`config.mk`:
```
export PLATFORM = sky130hd
export DESIGN_NAME = switch_allocator
export DESIGN_NICKNAME = d
export VERILOG_FILES = /design/src/rtl/switch_allocator.sv
export SDC_FILE = /design/constraint.sdc
export NUM_CORES = 1
export LEC_CHECK = 0
export CORE_MARGIN = 10
export CORE_UTILIZATION = 50
export DETAILED_ROUTE_END_ITERATION = 7
export GPL_TIMING_DRIVEN = 0
export PLACE_DENSITY = 0.83
export SETUP_SLACK_MARGIN = 0.4
export SLEW_MARGIN = 15
export SYNTH_ARGS = -nofsm -noshare
export SYNTH_HDL_FRONTEND = slang
export SYNTH_SLANG_ARGS = --single-unit
```
`constraint.sdc`:
```
create_clock -name clk -period 6.81 [get_ports clk]
set_input_delay 1.0215 -clock clk [delete_from_list [all_inputs] [get_ports clk]]
set_output_delay 1.0215 -clock clk [all_outputs]
set_load 0.02 [all_outputs]
```
`src/rtl/switch_allocator.sv`:
```
// Round-robin switch allocator for the 4x4 mesh crossbar.
// Each output arbitrates among inputs requesting it; a connection persists until its input releases it.
module switch_allocator #(
    parameter int N     = 4,
    parameter int SEL_W = $clog2(N)
) (
    input  logic                 clk,
    input  logic                 rst,
    input  logic [N-1:0]         req_valid,
    input  logic [N*SEL_W-1:0]   req_dest,
    input  logic [N-1:0]         release_req,
    output logic [N-1:0]         grant,
    output logic [N*SEL_W-1:0]   switch_state,
    output logic [N-1:0]         out_busy,
    output logic [N*SEL_W-1:0]   out_owner
);

    logic [N-1:0]            w_grant;
    logic [N-1:0]            w_busy;
    logic [N-1:0]            w_eligible;
    logic [N-1:0]            w_rel;
    logic [N-1:0]            w_win;
    logic [N-1:0][SEL_W-1:0] w_dest;
    logic [N-1:0][SEL_W-1:0] w_sel;
    logic [N-1:0][SEL_W-1:0] w_owner;
    logic [N-1:0][SEL_W-1:0] w_win_idx;

    assign w_dest     = req_dest;
    assign w_eligible = req_valid & ~w_grant;
    assign w_rel      = release_req & w_grant;

    genvar gi;

    // Output side: busy flag, owner and round-robin pointer per output.
    generate
        for (gi = 0; gi < N; gi++) begin : g_out
            logic             r_busy;
            logic [SEL_W-1:0] r_owner;
            logic [SEL_W-1:0] r_rr;
            logic             w_hit;
            logic [SEL_W-1:0] w_idx;
            logic             w_free;

            // A busy output is never re-arbitrated, so a freed output waits one edge.
            always_comb begin
                int j;
                j     = 0;
                w_hit = 1'b0;
                w_idx = '0;
                if (!r_busy) begin
                    for (int k = 0; k < N; k++) begin
                        j = (int'(r_rr) + k) % N;
                        if (!w_hit && w_eligible[j] && (w_dest[j] == SEL_W'(gi))) begin
                            w_hit = 1'b1;
                            w_idx = SEL_W'(j);
                        end
                    end
                end
            end

            always_comb begin
                w_free = 1'b0;
                for (int i = 0; i < N; i++) begin
                    if (w_rel[i] && (w_sel[i] == SEL_W'(gi))) begin
                        w_free = 1'b1;
                    end
                end
            end

            always_ff @(posedge clk) begin
                if (!rst) begin
                    r_busy  <= 1'b0;
                    r_owner <= '0;
                    r_rr    <= '0;
                end else if (w_hit) begin
                    r_busy  <= 1'b1;
                    r_owner <= w_idx;
                    r_rr    <= SEL_W'((int'(w_idx) + 1) % N);
                end else if (w_free) begin
                    r_busy  <= 1'b0;
                end
            end

            assign w_win[gi]     = w_hit;
            assign w_win_idx[gi] = w_idx;
            assign w_busy[gi]    = r_busy;
            assign w_owner[gi]   = r_owner;
        end
    endgenerate

    // Input side: grant level and connected output per input.
    generate
        for (gi = 0; gi < N; gi++) begin : g_in
            logic             r_grant;
            logic [SEL_W-1:0] r_sel;
            logic             w_take;
            logic [SEL_W-1:0] w_take_dest;

            // An input requests a single output, so at most one arbiter can pick it.
            always_comb begin
                w_take      = 1'b0;
                w_take_dest = '0;
                for (int o = 0; o < N; o++) begin
                    if (w_win[o] && (w_win_idx[o] == SEL_W'(gi))) begin
                        w_take      = 1'b1;
                        w_take_dest = SEL_W'(o);
                    end
                end
            end

            always_ff @(posedge clk) begin
                if (!rst) begin
                    r_grant <= 1'b0;
                    r_sel   <= '0;
                end else if (w_rel[gi]) begin
                    r_grant <= 1'b0;
                end else if (w_take) begin
                    r_grant <= 1'b1;
                    r_sel   <= w_take_dest;
                end
            end

            assign w_grant[gi] = r_grant;
            assign w_sel[gi]   = r_sel;
        end
    endgenerate

    assign grant        = w_grant;
    assign switch_state = w_sel;
    assign out_busy     = w_busy;
    assign out_owner    = w_owner;

endmodule

```
Yosys cells after proc, flatten, opt, wreduce, memory -nomap -nowiden
Index checks and enable logic that the tools add are counted.
{ "totals": {"ff_bits": 32, "elab_cells": 408, "out_inout_bits": 24} }
{ "op_classes": {"muxes": 192, "magnitude_cmp": 16, "n_eq_ne": 36, "add_sub_neg": 16, "reduce_logical": 108, "n_bitwise": 20} }
{ "op_table": {"columns": ["cell", "count"], "rows": [
  ["two-way mux 2 bit", 56],
  ["two-way mux 1 bit", 104],
  ["binary-select mux 2 bit (select 2 bit)", 16],
  ["logical AND 1 bit", 60],
  ["== test 2 bit, second input constant", 24],
  ["less-than comparator 3 x 4 -> 1 bit, second input constant", 12],
  ["binary-select mux 1 bit (select 2 bit)", 16],
  ["OR reduction 2 bit", 16],
  ["== test 2 x 1 -> 1 bit, second input constant", 12],
  ["logical NOT 2 bit", 12],
  ["adder 2 x 1 -> 2 bit, second input constant", 8],
  ["adder 2 bit, second input constant", 8],
  ["AND 1 bit, first input constant", 12],
  ["logical NOT 1 bit", 12],
  ["less-than comparator 2 x 3 -> 1 bit, second input constant", 4],
  ["AND 4 bit", 2],
  ["AND reduction 2 bit", 4],
  ["nonzero test 2 bit", 4],
  ["inverter 1 bit", 5],
  ["inverter 4 bit", 1]
]} }

Longest topological paths before layout
Gate-level depths: netlist of the first run.
{ "logic_depth": {"word_depth": 29, "mapped_depth": 10, "ltp_nobuf": 9} }

Worst setup path before layout of the first run
OpenSTA, ideal clock, no wires.
{ "synth_path": {"kind": "in2reg", "from": "in req_dest[0]", "to": "reg g_in[2].r_sel[0]", "setup_time_ns": 0.119, "path_buffers": 0, "t_required_ns": 6.691, "stages": 9, "t_arrival_ns": 2.972, "slack_ns": 3.719, "cell_sequence": "or4b_4 -> nand3b_1 -> o32a_1 -> o221ai_2 -> inv_1 -> ha_1 -> a22oi_1 -> a21boi_2 -> o221a_1"} }
{ "synth_between": {"elab_chain_len": 28, "elab_cells_between_ends": 168, "cone_classes": "eq/ne (16); mux (103); reduce/logical (49)"} }
{ "synth_lines": {"columns": ["element", "line_no", "rtl"], "rows": [
  ["from (decl)", "10", "input logic [N*SEL_W-1:0] req_dest,"],
  ["binary-select mux 2 bit (select 2 bit)", "53", "if (!w_hit && w_eligible[j] && (w_dest[j] == SEL_W'(gi))) begin"],
  ["two-way mux 2 bit (not written as such)", "53", null],
  ["logical NOT 2 bit", "53", null],
  ["logical AND 1 bit", "53", null],
  ["two-way mux 1 bit", "53", null],
  ["two-way mux 1 bit", "50", "if (!r_busy) begin"],
  ["logical NOT 1 bit", "53", null],
  ["logical AND 1 bit (2 in series)", "53", null],
  ["[... 8 more ...]", null, null],
  ["logical AND 1 bit (2 in series)", "53", null],
  ["two-way mux 2 bit (*)", "53", null],
  ["two-way mux 2 bit (*)", "50", null],
  ["net g_out[0].w_idx[1]", "41", "logic [SEL_W-1:0] w_idx;"],
  ["== test 2 bit (*)", "104", "if (w_win[o] && (w_win_idx[o] == SEL_W'(gi))) begin"],
  ["logical AND 1 bit (*)", "104", null],
  ["two-way mux 1 bit (*) (4 in series)", "104", null],
  ["AND reduction 2 bit (no line) (*)", null, null],
  ["to (signal assigned)", "119", "r_sel <= w_take_dest;"],
  ["to (decl)", "95", "logic [SEL_W-1:0] r_sel;"]
]} }
The timed path passes the listed nets; every way through them passes the cells marked *. The select of a mux whose other input is x is not followed.
A chain may end at the register's enable or synchronous reset.

Final worst setup path of the first run
{ "layout_path": {"from": "in req_dest[7]", "to": "reg g_in[0].r_sel[0]"} }
{ "layout_between": {"elab_chain_len": 28, "elab_cells_between_ends": 168, "cone_classes": "eq/ne (12); mux (103); reduce/logical (53)"} }
{ "layout_lines": {"columns": ["element", "line_no"], "rows": [
  ["binary-select mux 2 bit (select 2 bit)", "53"],
  ["two-way mux 2 bit (not written as such)", "53"],
  ["logical NOT 2 bit", "53"],
  ["logical AND 1 bit", "53"],
  ["two-way mux 1 bit", "53"],
  ["two-way mux 1 bit", "50"],
  ["logical NOT 1 bit", "53"],
  ["logical AND 1 bit (2 in series)", "53"],
  ["[... 7 more ...]", null],
  ["logical NOT 1 bit", "53"],
  ["logical AND 1 bit (2 in series)", "53"],
  ["two-way mux 2 bit", "53"],
  ["two-way mux 2 bit", "50"],
  ["logical NOT 2 bit", "104"],
  ["logical AND 1 bit", "104"],
  ["two-way mux 1 bit (4 in series)", "104"],
  ["AND reduction 2 bit (no line)", null],
  ["to (signal assigned)", "119"],
  ["to (decl)", "95"]
]} }
Parallel ways exist; a longest one is shown, timed or not. The select of a mux whose other input is x is not followed.

==> impl_metrics.py, run 1 <==
metrics = {
    "run": {
        "cap_viol_max_count": 0,
    },
    "floorplan": {
        "core.rowCount": 25,
        "die_h_um": 90.12,
        "io-pin-count": 42,
        "initial_core_util_pct": 51.71,
        "core_um2": 4755,
        "die_w_um": 90.12,
        "die-area_um2": 8122,
    },
    "yosys": {
        "synth-seq-cells": 32,
        "synth_area_leaders": "dfxtp_1 26%, ha_1 8.1%, nand2_1 4.9%, nand4bb_1 3.7%, inv_1 3.1%",
        "syn_nets": 319,
        "async_reset_ff_share_pct": 0,
        "synth_top_area_share_pct": 26.06,
        "synth.distinct_cells": 56,
        "synth_edf_count": 0,
        "seq_area_frac_synth_pct": 26.06,
        "avgSynthCellArea_um2": 8.627,
        "yosysWarnings": 0,
        "syn_inst": 285,
        "synth_largest_area_cell": "dfxtp_1",
        "syn_area_um2": 2459,
        "synthFlopType": "dfxtp_1",
    },
    "setup_path": {
        "critical_path.max_fanout": 7,
        "cp.required_ns": 6.98,
        "critPathArrivalTime_ns": 3.86,
        "cp-end-kind": "flip-flop",
        "critPathKind": "in2reg",
        "critPathLaunchType": "input pin",
        "critical_path.max_stage_delay_ns": 0.58,
        "crit_slowest_cell": "clkdlybuf4s50_1",
        "crit_family": "compound AO/OA/AOI/OAI gates",
        "critPathBufInv": 1,
        "path_cells": "clkdlybuf4s50_1 -> nor4bb_1 -> nor2_1 -> a221oi_1 -> o221ai_1 -> ha_1 -> a22oi_1 -> a21boi_1 -> o221a_1",
    },
    "layout": {
        "fillers": 430,
        "multi_input_area_um2": 1624,
        "final_cell_mix": "41 x clkdlybuf4s50_1, 32 x nand2_1, 32 x dfxtp_1",
        "layout_commonest_cell": "clkdlybuf4s50_1",
        "area_growth_pct": 23.77,
        "fin_nets": 367,
        "layout-drive-gt1-share_pct": 10.48,
        "diodes": 0,
        "seqCellArea_um2": 640.6,
        "instances_no_fill": 401,
    },
    "clock_network": {
        "numCtsBuffers": 5,
        "root_buffer": "clkbuf_8",
        "cts_htree_levels": 2,
        "clock-sinks": 32,
        "cts_setup_buffers": 0,
        "clk_latency_ns": 0.29,
        "ctsResizeCount": 0,
        "cts_tree": "yes",
        "cts.clk_slew.worst_paths_ns": 0.06,
        "cts_max_path_buffers": 2,
        "hold_buffers": 0,
    },
    "drt": {
        "wl_met2_um": 3095,
        "route.met3.wl_um": 379,
        "wl_met1_um": 3347,
        "wl_um": 6952,
        "drtPass1Iterations": 4,
        "routedWlPerCell_um": 17.34,
        "top_layer": "met4",
        "vias": 2439,
        "drtIter0Drc": 113,
        "ant_nets": 0,
        "via_per_inst": 6.082,
        "drc_errors": 0,
    },
    "timing": {
        "worst_slew_pin_slew_ns": 0.7100,
        "hold_viol": 0,
        "max_freq_mhz": 271.3,
        "finalSetupTns_ns": 0,
        "period_minus_slack_ns": 3.685,
        "maxSlewViolCount": 0,
        "finalSetupViolations": 0,
        "relSlewSlack_pct": 52.66,
        "rsz0062_at_grt": "false",
        "finalClockSkew_ns": 0.006468,
        "fin_crit_sh_pct": 54.12,
    },
    "global_routing": {
        "grt_pass1_vias": 2352,
        "grt_pass1_wl_um": 11450,
        "antenna_found_initial": 0,
        "track_usage_pct": 16.56,
        "grt_max_degree": 11,
        "grt_overflow": 0,
    },
    "run_status": {
        "status": "finished clean",
    },
    "place": {
        "dp_hpwl_um": 5346,
        "place.gp.congestion": 0.8616,
        "io_buffers": 41,
        "dpl.cell_count": 393,
    },
    "power": {
        "ir_worst_vdd_uv": 127.8,
        "powerDensity_nw_per_um2": 217.8,
        "p_leak_nw": 1.147,
        "p_total_w": 0.0006628,
    },
    "worst_hold_path": {
        "hold_path_class": "reg2reg",
    },
}
==> Yosys cell counts, types with 2 or more instances <==
| cell | n |
|---|---|
| nand3b_1 | 3 |
| a32oi_1 | 4 |
| nor2b_1 | 8 |
| o22ai_1 | 7 |
| nand2b_1 | 6 |
| a31oi_1 | 6 |
| and4bb_1 | 2 |
| dfxtp_1 | 32 |
| o21ai_0 | 6 |
| nor4b_1 | 2 |
| nor3_1 | 3 |
| o221a_1 | 3 |
| a21oi_1 | 11 |
| o32a_1 | 3 |
| a22oi_1 | 9 |
| o211a_1 | 2 |
| inv_1 | 20 |
| o21a_1 | 4 |
| nand4_1 | 4 |
| buf_4 | 8 |
| a21boi_2 | 2 |
| clkbuf_1 | 3 |
| a221oi_1 | 4 |
| ha_1 | 16 |
| nor3b_1 | 2 |
| nand3_1 | 2 |
| and4b_1 | 2 |
| o21ai_1 | 2 |
| a41oi_1 | 2 |
| a21boi_1 | 8 |
| nand4bb_1 | 8 |
| nor2_1 | 16 |
| and4bb_2 | 3 |
| or4b_4 | 3 |
| buf_2 | 5 |
| buf_6 | 2 |
| o221ai_1 | 6 |
| nand4b_1 | 6 |
| mux2i_1 | 2 |
| nand2_1 | 32 |
==> metrics by stage <==
step,cell area (µm²),hold WS (ns),util [%],setup slack [ns]
4_1_cts,3043,0.4734,64.00,3.187
6_report,3043,0.4716,64.00,3.125
5_1_grt,3043,0.4869,64.00,2.949
3_5_place_dp,2953,0.4626,62.11,2.909
3_3_place_gp,2953,0.4590,62.11,2.933
2_1_floorplan,2459,0.5135,-,3.719
==> cell type report <==
cell class                 instances  share of cell area, %
buffer                            18                  3.906
timing repair buffer              41                  13.49
clock buffer                       8                  2.961
tap                               67                  2.755
sequential                        32                  21.05
inverter                          20                  2.467
multi-input combinational        215                  53.37
==> flip-flops by register name (all words and copies together), names as in the netlist <==
signal	count
g_out.r_rr	8
g_out.r_busy	4
g_in.r_grant	4
g_out.r_owner	8
g_in.r_sel	8
==> final timing paths <==
| kind | start | to | slack, ns | cells past startpoint |
|---|---|---|---|---|
| worst max-delay path | req_dest[7] | g_in[0].r_sel[0] | 3.12 | 9 |
| worst min-delay path | g_out[2].r_owner[1] | g_out[2].r_owner[1] | 0.47 | 2 |
| worst min register to register | g_out[2].r_owner[1] | g_out[2].r_owner[1] | 0.47 | 2 |
| worst max register to register | g_in[3].r_grant | g_in[0].r_sel[0] | 3.92 | 9 |
==> per-layer routing <==
metal,GRT usage (%),vias up
li1,-,1181
met1,21.35,1151
met2,26.27,96
met3,3.741,11
met4,5.968,0
met5,0,-
==> worst register-to-register path, delay by kind of cell (launching register included) <==
kind / cells / cell delay [ns]
AOI/OAI and AO/OA: 5 / 1.32
adders and majority gates: 1 / 0.33
buffers and inverters: 1 / 0.20
DFF: 1 / 0.34
and+or+nand+nor: 2 / 0.60
==> cells by family after synthesis <==
group	synth area share, %
simple gates	27.94
mux	0.8143
flops	26.06
fa+ha+maj	8.142
compound gates	29.16
buf+inv	7.888
==> where the power goes <==
part	internal, W	total, W	switching, W
Combinational	0.000124	0.000264	0.000140
Sequential	0.000213	0.000248	0.0000346
Clock	0.0000824	0.000151	0.0000685
Note: power is estimated with default switching activity, not from simulation.
==> inputs of run 2 (changes only) <==
clock period = 3.77 ns   (was 6.81 ns; I/O delays follow)
==> run 2 against run 1 <==
Clock skew fell by 0.0017 ns. Sequential share of layout area barely moved. Critical endpoint is now g_in[2].r_sel[0]. Total power rose by 80%.
==> impl_metrics.py, run 2 (synthesis gave the netlist of run 1 again) <==
metrics = {
    "run_status": {
        "status": "finished clean",
    },
    "power": {
        "p_leak_nw": 1.147,
        "switching_share_pct": 36.58,
        "p_total_w": 0.001196,
        "p_comb_share_pct": 39.9,
        "seqPwrFrac_pct": 37.4,
        "ir_worst_vdd_uv": 231.7,
        "p_sw_w": 0.0004375,
        "pwr-share-clk_pct": 22.7,
        "internal_power_w": 0.0007584,
        "powerDensity_nw_per_um2": 392.2,
    },
    "timing": {
        "rsz0062_at_grt": "false",
        "finalClockSkew_ns": 0.004740,
        "max_freq_mhz": 314.2,
        "period_minus_slack_ns": 3.183,
        "hold_viol": 0,
        "finalSetupViolations": 0,
        "fin_crit_sh_pct": 84.43,
        "finalSetupTns_ns": 0,
        "worst_slew_pin_slew_ns": 0.7127,
        "relSlewSlack_pct": 52.49,
        "maxSlewViolCount": 0,
    },
    "global_routing": {
        "grt_max_degree": 11,
        "antenna_found_initial": 0,
        "grt_pass1_vias": 2352,
        "grt_overflow": 0,
        "grt_pass1_wl_um": 11450,
        "track_usage_pct": 16.56,
    },
    "floorplan": {
        "initial_core_util_pct": 51.71,
        "core_um2": 4755,
        "die_w_um": 90.12,
        "io-pin-count": 42,
        "core.rowCount": 25,
        "die-area_um2": 8122,
        "die_h_um": 90.12,
    },
    "layout": {
        "layout_commonest_cell": "clkdlybuf4s50_1",
        "instances_no_fill": 401,
        "fin_util_pct": 64.13,
        "final_cell_mix": "41 x clkdlybuf4s50_1, 32 x nand2_1, 32 x dfxtp_1",
        "layout-drive-gt1-share_pct": 10.78,
        "top_regs": "g_in.r_sel: 8 flops, g_out.r_owner: 8 flops, g_out.r_rr: 8 flops",
        "fillers": 429,
        "fin_nets": 367,
        "diodes": 0,
        "area_growth_pct": 24.02,
    },
    "drt": {
        "drtIter0Drc": 148,
        "ant_nets": 0,
        "via_per_inst": 6.015,
        "route.met3.wl_um": 390,
        "routedWlPerCell_um": 17.26,
        "drc_errors": 0,
        "wl_um": 6921,
        "drtPass1Iterations": 4,
        "top_layer": "met4",
        "vias": 2412,
        "wl_met2_um": 3127,
        "wl_met1_um": 3271,
    },
    "setup_path": {
        "critPathArrivalTime_ns": 3.36,
        "critical_path.max_fanout": 7,
        "critPathLaunchType": "input pin",
        "r2r_slack_ns": 0.87,
        "crit_slowest_cell": "nor4b_1",
        "cp-end-kind": "flip-flop",
        "critical_path.max_stage_delay_ns": 0.54,
        "path_cells": "clkdlybuf4s50_1 -> nor4b_1 -> o221ai_1 -> a221oi_2 -> inv_1 -> ha_1 -> a22oi_1 -> a21boi_2 -> o221a_1",
        "critPathKind": "in2reg",
        "worstReg2RegEnd": "g_in[2].r_sel[0]",
        "cp.required_ns": 3.95,
        "reg2reg_from": "g_in[3].r_grant",
        "r2r_cells": 9,
    },
    "clock_network": {
        "cts.clk_slew.worst_paths_ns": 0.06,
        "clock-sinks": 32,
        "cts_htree_levels": 2,
        "cts_tree": "yes",
        "clk_latency_ns": 0.28,
        "root_buffer": "clkbuf_8",
        "cts_max_path_buffers": 2,
        "numCtsBuffers": 5,
    },
    "place": {
        "place.gp.congestion": 0.8616,
        "dp_hpwl_um": 5346,
        "io_buffers": 41,
        "dpl.cell_count": 393,
    },
    "worst_hold_path": {
        "hold_end": "g_out[2].r_owner[1]",
        "hold_depth": 2,
        "min_from": "g_out[2].r_owner[1]",
        "hold_path_class": "reg2reg",
    },
    "run": {
        "cap_viol_max_count": 0,
    },
}
-- run 2: how the worst max path moves through the flow --
stage,startpoint,to,slack (ns),depth (start not counted)
CTS,req_dest[7],g_in[0].r_sel[0],0.60,9
floorplan,req_dest[0],g_in[2].r_sel[0],1.14,9
global placement,req_dest[7],g_in[0].r_sel[0],0.35,9
finish,req_dest[6],g_in[2].r_sel[0],0.59,9
global route,req_dest[6],g_in[2].r_sel[0],0.42,9
detailed placement,req_dest[7],g_in[0].r_sel[0],0.33,9
-- run 2: layer usage --
| layer | vias to the layer above | track usage, % |
|---|---|---|
| met1 | 1143 | 21.35 |
| met2 | 79 | 26.27 |
| met4 | 0 | 5.968 |
| li1 | 1179 | - |
| met3 | 11 | 3.741 |
| met5 | - | 0 |
-- run 2: stage by stage --
stage	hold WS, ns	worst slack (ns)	instance area (µm²)
3_5_place_dp	0.4626	0.3253	2953
2_1_floorplan	0.5135	1.135	2459
5_1_grt	0.4869	0.4183	3049
6_report	0.4709	0.5869	3049
3_3_place_gp	0.4590	0.3495	2953
4_1_cts	0.4734	0.6034	3043
-- run 2: worst max-delay path: cells and delay by family --
family,cells,cell delay (ns)
compound gates,5,1.37
buf+inv,2,0.65
simple gates,1,0.54
fa+ha+maj,1,0.25
-- run 2: cell type report --
cell class / count / area [µm²] / area share [%]
plain buffers: 18 / 118.9 / 3.898
clock buffers: 8 / 90.09 / 2.954
inverters: 20 / 75.07 / 2.462
multi-input cells: 215 / 1630 / 53.47
flip-flops and latches: 32 / 640.6 / 21.01
well taps: 67 / 83.83 / 2.749
repair buffers: 41 / 410.4 / 13.46
-- run 2: power by group through the flow --
stage | clock network (W) | registers (W) | logic [W]
finish | 0.000271 | 0.000447 | 0.000477
global route | 0.000291 | 0.000456 | 0.000520
CTS | 0.000275 | 0.000446 | 0.000476
detailed placement | 0 | 0.000453 | 0.000473
global placement | 0 | 0.000450 | 0.000464
floorplan | 0 | 0.000463 | 0.000284
-- run 2: repair_timing --
action	4_1_cts	5_1_grt
setup endpoints to repair	0	2
setup buffers	0	0
resized for setup	0	1
hold buffers	0	0
==> inputs of run 3 (changes only) <==
CORE_UTILIZATION = 48   (was 50)
clock period = 2.84 ns   (was 3.77 ns; I/O delays follow)
==> run 3 against run 2 <==
Non-clock buffer count rose by 25. Cell area increased by 16%. Cell count up 6.0%. Sequential power up 35%. Routed wire length up 18%. Worst hold slack better by 0.0025 ns. Clock power up 40%. Critical path type unchanged. Largest cell class unchanged. Die area is 3.2% higher. Critical path depth is the same. Highest routed layer unchanged.
==> impl_metrics.py, run 3 (synthesis gave the netlist of run 1 again) <==
metrics = {
    "layout": {
        "layout-drive-gt1-share_pct": 28.49,
        "final_cell_mix": "31 x nand2_1, 31 x buf_4, 29 x dfxtp_1, 29 x clkdlybuf4s50_1, 17 x inv_1",
        "diodes": 0,
        "fin_nets": 392,
        "fillers": 357,
        "top_regs": "g_in.r_sel: 8 flops, g_out.r_owner: 8 flops, g_out.r_rr: 8 flops",
        "area_growth_pct": 43.72,
    },
    "drt": {
        "drtIter0Drc": 147,
        "drtPass1Iterations": 5,
        "ant_nets": 0,
        "routedWlPerCell_um": 19.19,
        "wl_um": 8154,
        "drc_errors": 0,
        "via_per_inst": 6.209,
        "vias": 2639,
    },
    "setup_path": {
        "critPathArrivalTime_ns": 2.76,
        "crit_slowest_cell": "o32a_1",
        "r2r_cells": 9,
        "critPathKind": "in2reg",
        "critical_path.max_fanout": 8,
        "critPathLaunchType": "input pin",
        "cp.required_ns": 3.07,
        "critical_path.max_stage_delay_ns": 0.40,
        "cp-end-kind": "flip-flop",
        "path_cells": "dlygate4sd2_1 -> and4bb_2 -> nand2_2 -> o32a_1 -> o221ai_4 -> ha_1 -> nand2_1 -> a32oi_1 -> o221a_1",
    },
    "run": {
        "cap_viol_max_count": 0,
    },
    "timing": {
        "maxSlewViolCount": 0,
        "rsz0062_at_grt": "true",
        "period_minus_slack_ns": 2.532,
        "whs_ns": 0.4734,
        "hold_viol": 0,
        "max_freq_mhz": 395.0,
        "fin_crit_sh_pct": 89.15,
        "finalClockSkew_ns": 0.001047,
        "finalSetupViolations": 0,
        "finalSetupTns_ns": 0,
        "worst_slew_pin_slew_ns": 0.5465,
        "relSlewSlack_pct": 63.09,
    },
    "worst_hold_path": {
        "hold_path_class": "reg2reg",
        "hold_depth": 2,
    },
    "global_routing": {
        "grt_overflow": 0,
        "track_usage_pct": 18.37,
        "grt_max_degree": 11,
        "grt_pass1_vias": 2596,
        "grt_pass1_wl_um": 12850,
        "antenna_found_initial": 0,
    },
    "floorplan": {
        "die_w_um": 91.57,
        "die_h_um": 91.57,
        "initial_core_util_pct": 50.71,
        "io-pin-count": 42,
        "core.rowCount": 25,
        "die-area_um2": 8385,
        "core_um2": 4848,
    },
    "clock_network": {
        "cts_max_path_buffers": 2,
        "root_buffer": "clkbuf_8",
        "clock-sinks": 32,
        "clk_latency_ns": 0.29,
        "hold_buffers": 0,
        "cts_htree_levels": 2,
        "numCtsBuffers": 5,
        "cts_tree": "yes",
        "cts.clk_slew.worst_paths_ns": 0.06,
    },
    "power": {
        "ir_worst_vdd_uv": 437.9,
        "switching_share_pct": 37.53,
        "pwr-share-clk_pct": 21.1,
        "p_leak_nw": 1.326,
        "p_sw_w": 0.0006731,
        "p_comb_share_pct": 45.2,
        "powerDensity_nw_per_um2": 507.5,
        "seqPwrFrac_pct": 33.7,
        "internal_power_w": 0.001120,
    },
    "place": {
        "place.gp.congestion": 0.8827,
        "dp_hpwl_um": 5408,
        "io_buffers": 41,
    },
    "run_status": {
        "status": "finished clean",
    },
}
==> run 3: routing by layer <==
metal / vias to the layer above / share of wire [%] / GRT usage, %
met1: 1274 / 44 / 23.02
met2: 105 / 47 / 29.03
met5: - / 0 / 0
li1: 1238 / - / -
met3: 22 / 6.8 / 4.609
met4: 0 / 3.1 / 7.833
==> run 3: critical path: cells and delay by family <==
family,cells,cell delay (ns)
and+or+nand+nor,3,0.50
buffers and inverters,1,0.37
AOI/OAI and AO/OA,4,1.23
adders and majority gates,1,0.24
==> run 3: stage by stage <==
stage | util [%] | instances | total power, W | area, µm² | worst slack (ns)
floorplan | - | 285 | 0.0009945 | 2464 | 0.4147
global placement | 61.01 | 393 | 0.001215 | 2958 | -0.4655
CTS | 69.14 | 416 | 0.001702 | 3352 | 0.3968
detailed placement | 61.01 | 393 | 0.001234 | 2958 | -0.5288
global route | 72.88 | 425 | 0.001883 | 3533 | 0.1638
finish | 72.88 | 425 | 0.001793 | 3533 | 0.3080
==> run 3: area by class of cell <==
class | count | area [µm²] | share of cell area (%)
well taps | 67 | 83.83 | 2.373
repair buffers | 66 | 576.8 | 16.32
clock buffers | 7 | 96.34 | 2.727
inverters | 20 | 75.07 | 2.125
multi-input cells | 215 | 1911 | 54.07
flip-flops and latches | 32 | 651.9 | 18.45
plain buffers | 18 | 138.9 | 3.931
==> run 3: repair_timing <==
item / 4_1_cts / 5_1_grt
resized for setup: 53 / 32
buffers inserted: 16 / 9
cloned: 0 / 0
endpoints found under the setup margin: 15 / 12
pin swaps: 17 / 24
==> run 3: power by group through the flow <==
stage | registers (W) | clock network [W] | logic, W
global placement | 0.000598 | 0 | 0.000617
global route | 0.000613 | 0.000402 | 0.000869
finish | 0.000605 | 0.000379 | 0.000810
CTS | 0.000595 | 0.000379 | 0.000728
detailed placement | 0.000601 | 0 | 0.000633
floorplan | 0.000615 | 0 | 0.000380
==> run 3: path summary, 6_finish.rpt <==
kind                                          start             endpoint  slack (ns)
worst max-delay path                   req_valid[1]     g_in[0].r_sel[0]        0.31
worst min-delay path            g_out[2].r_owner[0]  g_out[2].r_owner[0]        0.47
worst max register to register      g_in[1].r_grant     g_in[0].r_sel[0]        0.31
worst min register to register  g_out[2].r_owner[0]  g_out[2].r_owner[0]        0.47
